[src/rtl/vga_timing_rx.sv]
// rtl/vga_timing_rx.sv - VGA timing receiver: pixel coordinates, line/frame measurement, lock FSM
module vga_timing_rx #(
  parameter int H_TOTAL     = 800,
  parameter int V_TOTAL     = 525,
  parameter int H_ACTIVE    = 640,
  parameter int V_ACTIVE    = 480,
  parameter int LOCK_FRAMES = 2
) (
  input  logic        i_clk,
  input  logic        i_rst,
  input  logic        i_hsync,
  input  logic        i_vsync,
  input  logic        i_en,
  input  logic [11:0] i_rgb,
  output logic [9:0]  o_x,
  output logic [9:0]  o_y,
  output logic        o_pix_valid,
  output logic [11:0] o_pix_rgb,
  output logic        o_frame_start,
  output logic [10:0] o_h_meas,
  output logic [10:0] o_v_meas,
  output logic        o_locked,
  output logic        o_err
);

  localparam logic [10:0] LP_H_TOTAL  = 11'(H_TOTAL);
  localparam logic [10:0] LP_V_TOTAL  = 11'(V_TOTAL);
  localparam logic [9:0]  LP_H_ACTIVE = 10'(H_ACTIVE);
  localparam logic [9:0]  LP_V_ACTIVE = 10'(V_ACTIVE);
  localparam logic [3:0]  LP_LOCK     = 4'(LOCK_FRAMES);
  localparam logic [10:0] LP_CNT_MAX  = 11'h7FF;
  localparam logic [9:0]  LP_POS_MAX  = 10'h3FF;

  typedef enum logic [1:0] {
    ST_SEARCH = 2'd0,
    ST_CHECK  = 2'd1,
    ST_LOCKED = 2'd2
  } state_t;

  // input stage and sync history
  logic        r_s1_hs;
  logic        r_s1_vs;
  logic        r_s1_en;
  logic [11:0] r_s1_rgb;
  logic        r_p_hs;
  logic        r_p_vs;

  // measurement counters
  logic [10:0] r_hcnt;
  logic [10:0] r_vcnt;
  logic [10:0] r_h_meas;
  logic [10:0] r_v_meas;
  logic        r_frame_start;

  // active-pixel tracking
  logic [9:0]  r_xcnt;
  logic [9:0]  r_lines_act;
  logic        r_line_has_en;

  // pixel output registers
  logic [9:0]  r_x;
  logic [9:0]  r_y;
  logic        r_pix_valid;
  logic [11:0] r_pix_rgb;

  // line-check bookkeeping and lock FSM
  logic        r_seen_hs;
  logic        r_any_bad;
  state_t      r_state;
  logic [3:0]  r_good_cnt;
  logic        r_locked;
  logic        r_err;

  logic        w_hs_fall;
  logic        w_vs_fall;
  logic [10:0] w_hcnt_p1;
  logic [9:0]  w_x_cur;
  logic [9:0]  w_x_next;
  logic [9:0]  w_lines_eff;
  logic [9:0]  w_y_cur;
  logic        w_bad_line;
  logic        w_bad_frame;

  // edge detection, saturating increments, and the line/frame verdicts
  always_comb begin
    w_hs_fall   = r_p_hs & ~r_s1_hs;
    w_vs_fall   = r_p_vs & ~r_s1_vs;
    w_hcnt_p1   = (r_hcnt == LP_CNT_MAX) ? LP_CNT_MAX : r_hcnt + 11'd1;
    // x of the pixel in S1: a hsync edge restarts the column count
    w_x_cur     = w_hs_fall ? 10'd0 : r_xcnt;
    w_x_next    = (r_s1_en && (w_x_cur != LP_POS_MAX)) ? w_x_cur + 10'd1 : w_x_cur;
    // the line terminated by this hsync edge counts if it carried any en
    w_lines_eff = (w_hs_fall && r_line_has_en && (r_lines_act != LP_POS_MAX))
                  ? r_lines_act + 10'd1 : r_lines_act;
    w_y_cur     = w_vs_fall ? 10'd0 : w_lines_eff;
    // the first hsync edge after reset ends a partial line and is not judged
    w_bad_line  = w_hs_fall && r_seen_hs &&
                  ((w_hcnt_p1 != LP_H_TOTAL) ||
                   ((r_xcnt != 10'd0) && (r_xcnt != LP_H_ACTIVE)));
    w_bad_frame = (r_vcnt != LP_V_TOTAL) || (w_lines_eff != LP_V_ACTIVE) ||
                  r_any_bad || w_bad_line;
  end

  // register the raw inputs once and keep the previous sync levels
  always_ff @(posedge i_clk) begin
    if (i_rst) begin
      r_s1_hs  <= 1'b1;
      r_s1_vs  <= 1'b1;
      r_s1_en  <= 1'b0;
      r_s1_rgb <= 12'd0;
      r_p_hs   <= 1'b1;
      r_p_vs   <= 1'b1;
    end else begin
      r_s1_hs  <= i_hsync;
      r_s1_vs  <= i_vsync;
      r_s1_en  <= i_en;
      r_s1_rgb <= i_rgb;
      r_p_hs   <= r_s1_hs;
      r_p_vs   <= r_s1_vs;
    end
  end

  // clocks per line: saturating counter captured at each hsync edge
  always_ff @(posedge i_clk) begin
    if (i_rst) begin
      r_hcnt   <= 11'd0;
      r_h_meas <= 11'd0;
    end else if (w_hs_fall) begin
      r_h_meas <= w_hcnt_p1;
      r_hcnt   <= 11'd0;
    end else if (r_hcnt != LP_CNT_MAX) begin
      r_hcnt   <= r_hcnt + 11'd1;
    end
  end

  // lines per frame: vsync edge wins over a coincident hsync edge
  always_ff @(posedge i_clk) begin
    if (i_rst) begin
      r_vcnt        <= 11'd0;
      r_v_meas      <= 11'd0;
      r_frame_start <= 1'b0;
    end else begin
      r_frame_start <= w_vs_fall;
      if (w_vs_fall) begin
        r_v_meas <= r_vcnt;
        r_vcnt   <= 11'd0;
      end else if (w_hs_fall && (r_vcnt != LP_CNT_MAX)) begin
        r_vcnt   <= r_vcnt + 11'd1;
      end
    end
  end

  // column and active-line tracking for coordinate recovery
  always_ff @(posedge i_clk) begin
    if (i_rst) begin
      r_xcnt        <= 10'd0;
      r_lines_act   <= 10'd0;
      r_line_has_en <= 1'b0;
    end else begin
      r_xcnt <= w_x_next;
      if (w_hs_fall || w_vs_fall) begin
        r_lines_act <= w_y_cur;
      end
      if (w_hs_fall) begin
        r_line_has_en <= r_s1_en;
      end else begin
        r_line_has_en <= r_line_has_en | r_s1_en;
      end
    end
  end

  // pixel output stage: second register after the input stage
  always_ff @(posedge i_clk) begin
    if (i_rst) begin
      r_pix_valid <= 1'b0;
      r_pix_rgb   <= 12'd0;
      r_x         <= 10'd0;
      r_y         <= 10'd0;
    end else begin
      r_pix_valid <= r_s1_en;
      r_pix_rgb   <= r_s1_rgb;
      r_x         <= w_x_cur;
      r_y         <= w_y_cur;
    end
  end

  // remember whether a full line was seen and whether any line of this frame was bad
  always_ff @(posedge i_clk) begin
    if (i_rst) begin
      r_seen_hs <= 1'b0;
      r_any_bad <= 1'b0;
    end else begin
      if (w_hs_fall) begin
        r_seen_hs <= 1'b1;
      end
      if (w_vs_fall) begin
        r_any_bad <= 1'b0;
      end else if (w_bad_line) begin
        r_any_bad <= 1'b1;
      end
    end
  end

  // lock FSM: search for a frame boundary, count good frames, drop lock on any violation
  always_ff @(posedge i_clk) begin
    if (i_rst) begin
      r_state    <= ST_SEARCH;
      r_good_cnt <= 4'd0;
      r_locked   <= 1'b0;
      r_err      <= 1'b0;
    end else begin
      r_err <= 1'b0;
      case (r_state)
        ST_SEARCH: begin
          if (w_vs_fall) begin
            r_state    <= ST_CHECK;
            r_good_cnt <= 4'd0;
          end
        end
        ST_CHECK: begin
          if (w_vs_fall) begin
            if (w_bad_frame) begin
              r_good_cnt <= 4'd0;
            end else begin
              r_good_cnt <= r_good_cnt + 4'd1;
              if ((r_good_cnt + 4'd1) == LP_LOCK) begin
                r_state  <= ST_LOCKED;
                r_locked <= 1'b1;
              end
            end
          end
        end
        ST_LOCKED: begin
          // a bad line and a bad frame in the same cycle still give a single pulse
          if (w_bad_line || (w_vs_fall && w_bad_frame)) begin
            r_err      <= 1'b1;
            r_locked   <= 1'b0;
            r_good_cnt <= 4'd0;
            r_state    <= ST_SEARCH;
          end
        end
        default: begin
          r_state  <= ST_SEARCH;
          r_locked <= 1'b0;
        end
      endcase
    end
  end

  assign o_x           = r_x;
  assign o_y           = r_y;
  assign o_pix_valid   = r_pix_valid;
  assign o_pix_rgb     = r_pix_rgb;
  assign o_frame_start = r_frame_start;
  assign o_h_meas      = r_h_meas;
  assign o_v_meas      = r_v_meas;
  assign o_locked      = r_locked;
  assign o_err         = r_err;

endmodule
[config.mk]
export PLATFORM = sky130hd
export DESIGN_NAME = vga_timing_rx
export DESIGN_NICKNAME = d
export VERILOG_FILES = /design/src/rtl/vga_timing_rx.sv
export SDC_FILE = /design/constraint.sdc
export NUM_CORES = 1
export LEC_CHECK = 0
export ABC_CLOCK_PERIOD_IN_PS = 7250
export BUFFER_PORTS_ARGS = -buffer_cell sky130_fd_sc_hd__buf_2
export CAP_MARGIN = 20
export CORE_UTILIZATION = 55
export DETAILED_ROUTE_END_ITERATION = 6
export PLACE_DENSITY = 0.79
export SKIP_CTS_REPAIR_TIMING = 1
export SLEW_MARGIN = 20
export SYNTH_ARGS = -nofsm -noshare
export SYNTH_HDL_FRONTEND = slang
export SYNTH_SLANG_ARGS = --single-unit
[constraint.sdc]
create_clock -name i_clk -period 7.25 [get_ports i_clk]
set_clock_uncertainty 0.05 [all_clocks]
set_input_delay 1.0875 -clock i_clk [delete_from_list [all_inputs] [get_ports i_clk]]
set_output_delay 1.0875 -clock i_clk [all_outputs]
set_load 0.02 [all_outputs]
==> flow_summary.yaml <==
drt:
  route.vias.total: 4170
  post_drt_antenna_nets: 0
  first_pass_iters: 7
  route.detailed.drc: 7
  wl_mm: 10.5
  wl_per_cell_um: 14.3
  viasPerCell: 5.68
  detail_route.iter0.violations: 286
logic_synthesis:
  yosys_warnings: 0
  synth_top_cell_by_area: "dfxtp_1"
  synthArstFlopShare_pct: 0
  synth_edf_count: 0
  synthesis.area_um2: 5060
  synth_sequential_area_ratio_pct: 49.8
  synthDistinctLibCells: 53
  synth.ff_latch_count: 126
  postSynthCellCount: 545
  synth.cells.most_frequent: "dfxtp_1 (126), nor2_1 (58), nand2_1 (47)"
  synth.net_count: 569
  synth_area_leaders: "dfxtp_1 (50%), nor2_1 (4.3%), nor2b_1 (4.0%)"
  synth_top_area_share_pct: 49.8
  postSynthAreaPerCell_um2: 9.29
  post-synth-top-count-cell: "dfxtp_1"
  synthFlopType: "dfxtp_1"
placement:
  gp_congestion: 0.930
  numPortBuffers: 74
  hpwl_after_dpl_mm: 6.94
  detailed_place.area_um2: 5460
  dp_cell_count: 702
run_status:
  status: "finished with violations"
  failed_checks: "design-rule violations"
setup_path:
  reg2reg_slack_ns: 4.38
  crit_path_frequent_cell: "nand4_1"
  worst-path-stages: 9
  worstPathArrival_ns: 3.20
  setup.worst_path.end_class: "flop"
  worstSetupStartpointType: "flop"
  critical-path-slowest-cell: "o31ai_1"
  path_buf_inv: 1
  worst_path_dominant_cell_family: "simple AND/OR/NAND/NOR gates"
  worstPathMaxFanout: 11
  timing.reg2reg.worst_path_depth: 9
  timing.rr.start: "r_s1_hs$_SDFF_PP1_"
  critical_path_required_time_ns: 7.57
  worst_path_largest_cell_delay_ns: 0.72
  terminus_of_the_critical_flop_to_flop_path: "r_xcnt[3]$_SDFF_PP0_"
  critical_path.cell_chain: "nand2b_1 -> and2_1 -> ha_1 -> nand4_1 -> o31ai_1 -> inv_1 -> nand4_1 -> xor2_1 -> nor2_1"
  crit_type: "reg2reg"
timing:
  crit_share_post_route_pct: 39.6
  setup_repair_after_global_routing_missed_its_margin: "no"
  whs_ns: 0.384
  hold_viol_final: 0
  fmax_mhz: 348
  worst_rel_slew_slack_pct: 31.5
  timing_max_transition_violations_final: 0
  final-setup-viol-count: 0
  fin_tns_setup_ns: 0
  min_period_ns: 2.87
  worst-slew-pin-transition_ns: 1.03
floorplan:
  die-area_um2: 9590
  fp.dieW_um: 97.9
  placement_rows: 34
  placeableCoreArea_um2: 8810
  initial_core_util_pct: 57.5
  io_pins: 75
  dieHeight_um: 97.9
power_and_ir_drop:
  worst_ir_drop_vdd_v: 0.000167
  leakagePower_nw: 2.57
  power.density_cell_area_nw_per_um2: 273
  totalPowerFinal_mw: 1.66
cells_and_area:
  share_of_cells_above_drive_strength_1_pct: 19.8
  post-route-cell-area_um2: 6090
  final_cell_count_no_fill: 734
  synthToLayoutAreaGrowth_pct: 20.2
  num-fill-cells: 687
  diodes: 0
  design.final.nets: 637
global_route:
  gr-total-overflow: 0
  grt_start_max_net_pins: 50
  antenna_found_initial: 0
  via_count_of_the_first_global_routing_pass: 3857
  grt_usage_pct: 23.0
  grt_first_pass_wirelength_mm: 17.8
clock_tree:
  clkSinkCount: 126
  number_of_buffers_created_by_cts: 17
  tritoncts: "yes"
  clock_latency_ns: 0.51
  cts.path.max_buffers: 2
  htree_num_levels: 4
  root_buffer_cell: "clkbuf_8"
  path_clk_slew_ns: 0.06
job:
  count_of_maximum_capacitance_violations: 0
min_path:
  worstHoldEndpoint: "o_pix_rgb[6]$_SDFF_PP0_"
  hold_start: "r_s1_rgb[6]$_SDFF_PP0_"
  worst_hold_stages: 1
  hold_class: "reg2reg"
## layout by cell type, fill, tap and decap left out, drive strengths merged, types with 3 or more instances in the layout
cell type / instances
ha: 7
nand4: 10
nor2b: 32
nor2: 58
o21ai: 13
o211ai: 3
or2: 6
inv: 13
mux2i: 5
nand2b: 7
clkbuf: 17
nand4b: 6
nor3b: 5
clkinv: 4
and2: 16
xor2: 15
a22o: 11
a31oi: 5
and4: 4
a41oi: 4
a21oi: 23
a21o: 7
clkinvlp: 4
nor4: 10
nand2: 47
and3: 5
dfxtp: 126
buf: 75
nor3: 16
bufinv: 4
o31ai: 8
or3: 5
nand3b: 4
nand3: 18
xnor2: 14
## where the power goes
part	internal, mW	switching [mW]
Sequential	0.706	0.00876
Combinational	0.0221	0.0389
Clock	0.563	0.321
## cells by family after synthesis
kind of cell	Yosys count	share of synthesized area (%)
compound gates	85	11.8
xor+xnor	29	5.02
fa+ha+maj	7	1.73
buf+inv	36	3.04
flops	126	49.8
mux	6	1.21
simple gates	256	27.4
## worst max-delay path by stage
stage                                  end               start
2_1_floorplan         r_xcnt[6]$_SDFF_PP0_  r_s1_hs$_SDFF_PP1_
3_3_place_gp   r_lines_act[8]$_SDFFE_PP0P_               i_rst
3_5_place_dp             o_y[8]$_SDFF_PP0_               i_rst
4_1_cts               r_xcnt[3]$_SDFF_PP0_  r_s1_hs$_SDFF_PP1_
5_1_grt               r_xcnt[3]$_SDFF_PP0_  r_s1_hs$_SDFF_PP1_
6_report              r_xcnt[3]$_SDFF_PP0_  r_s1_hs$_SDFF_PP1_
## layer usage
metal  wire length (µm)  up-vias  global-route usage, %
met5                  0        -                      0
met4                 99        0                   8.74
met3                578       13                   6.08
met2               5300      139                   39.0
met1               4500     1979                   27.9
li1                   -     2039                      -
## final cells by class
class,instances,area (µm²),share of cell area (%)
clock buffers,17,414,6.81
multi-input cells,383,2380,39.2
flip-flops and latches,126,2520,41.4
repair buffers,75,382,6.27
inverters,10,37.5,0.617
clock inverters,15,210,3.45
well taps,108,135,2.22
## registers in the layout (all words and copies together) (netlist names), 2 cells and up
register     cells
r_vcnt          11
o_h_meas        11
r_lines_act     10
r_good_cnt       4
o_y             10
r_hcnt          11
o_x             10
o_v_meas        11
r_xcnt          10
o_pix_rgb       12
r_s1_rgb        12
r_state          2
## through the flow
step | setup slack, ns | utilization [%]
2_1_floorplan | 4.94 | -
5_1_grt | 4.18 | 69.1
4_1_cts | 4.41 | 69.1
3_3_place_gp | 4.20 | 61.9
6_report | 4.38 | 69.1
3_5_place_dp | 4.16 | 62.0
## worst reg2reg max path, stage by stage (launching register included)
cell      delay [ns]
dfxtp_1         0.39
nand2b_1        0.46
and2_1          0.27
ha_1            0.19
nand4_1         0.12
o31ai_1         0.72
inv_1           0.16
nand4_1         0.17
xor2_1          0.16
nor2_1          0.05
(Power assumes the default switching activity.)
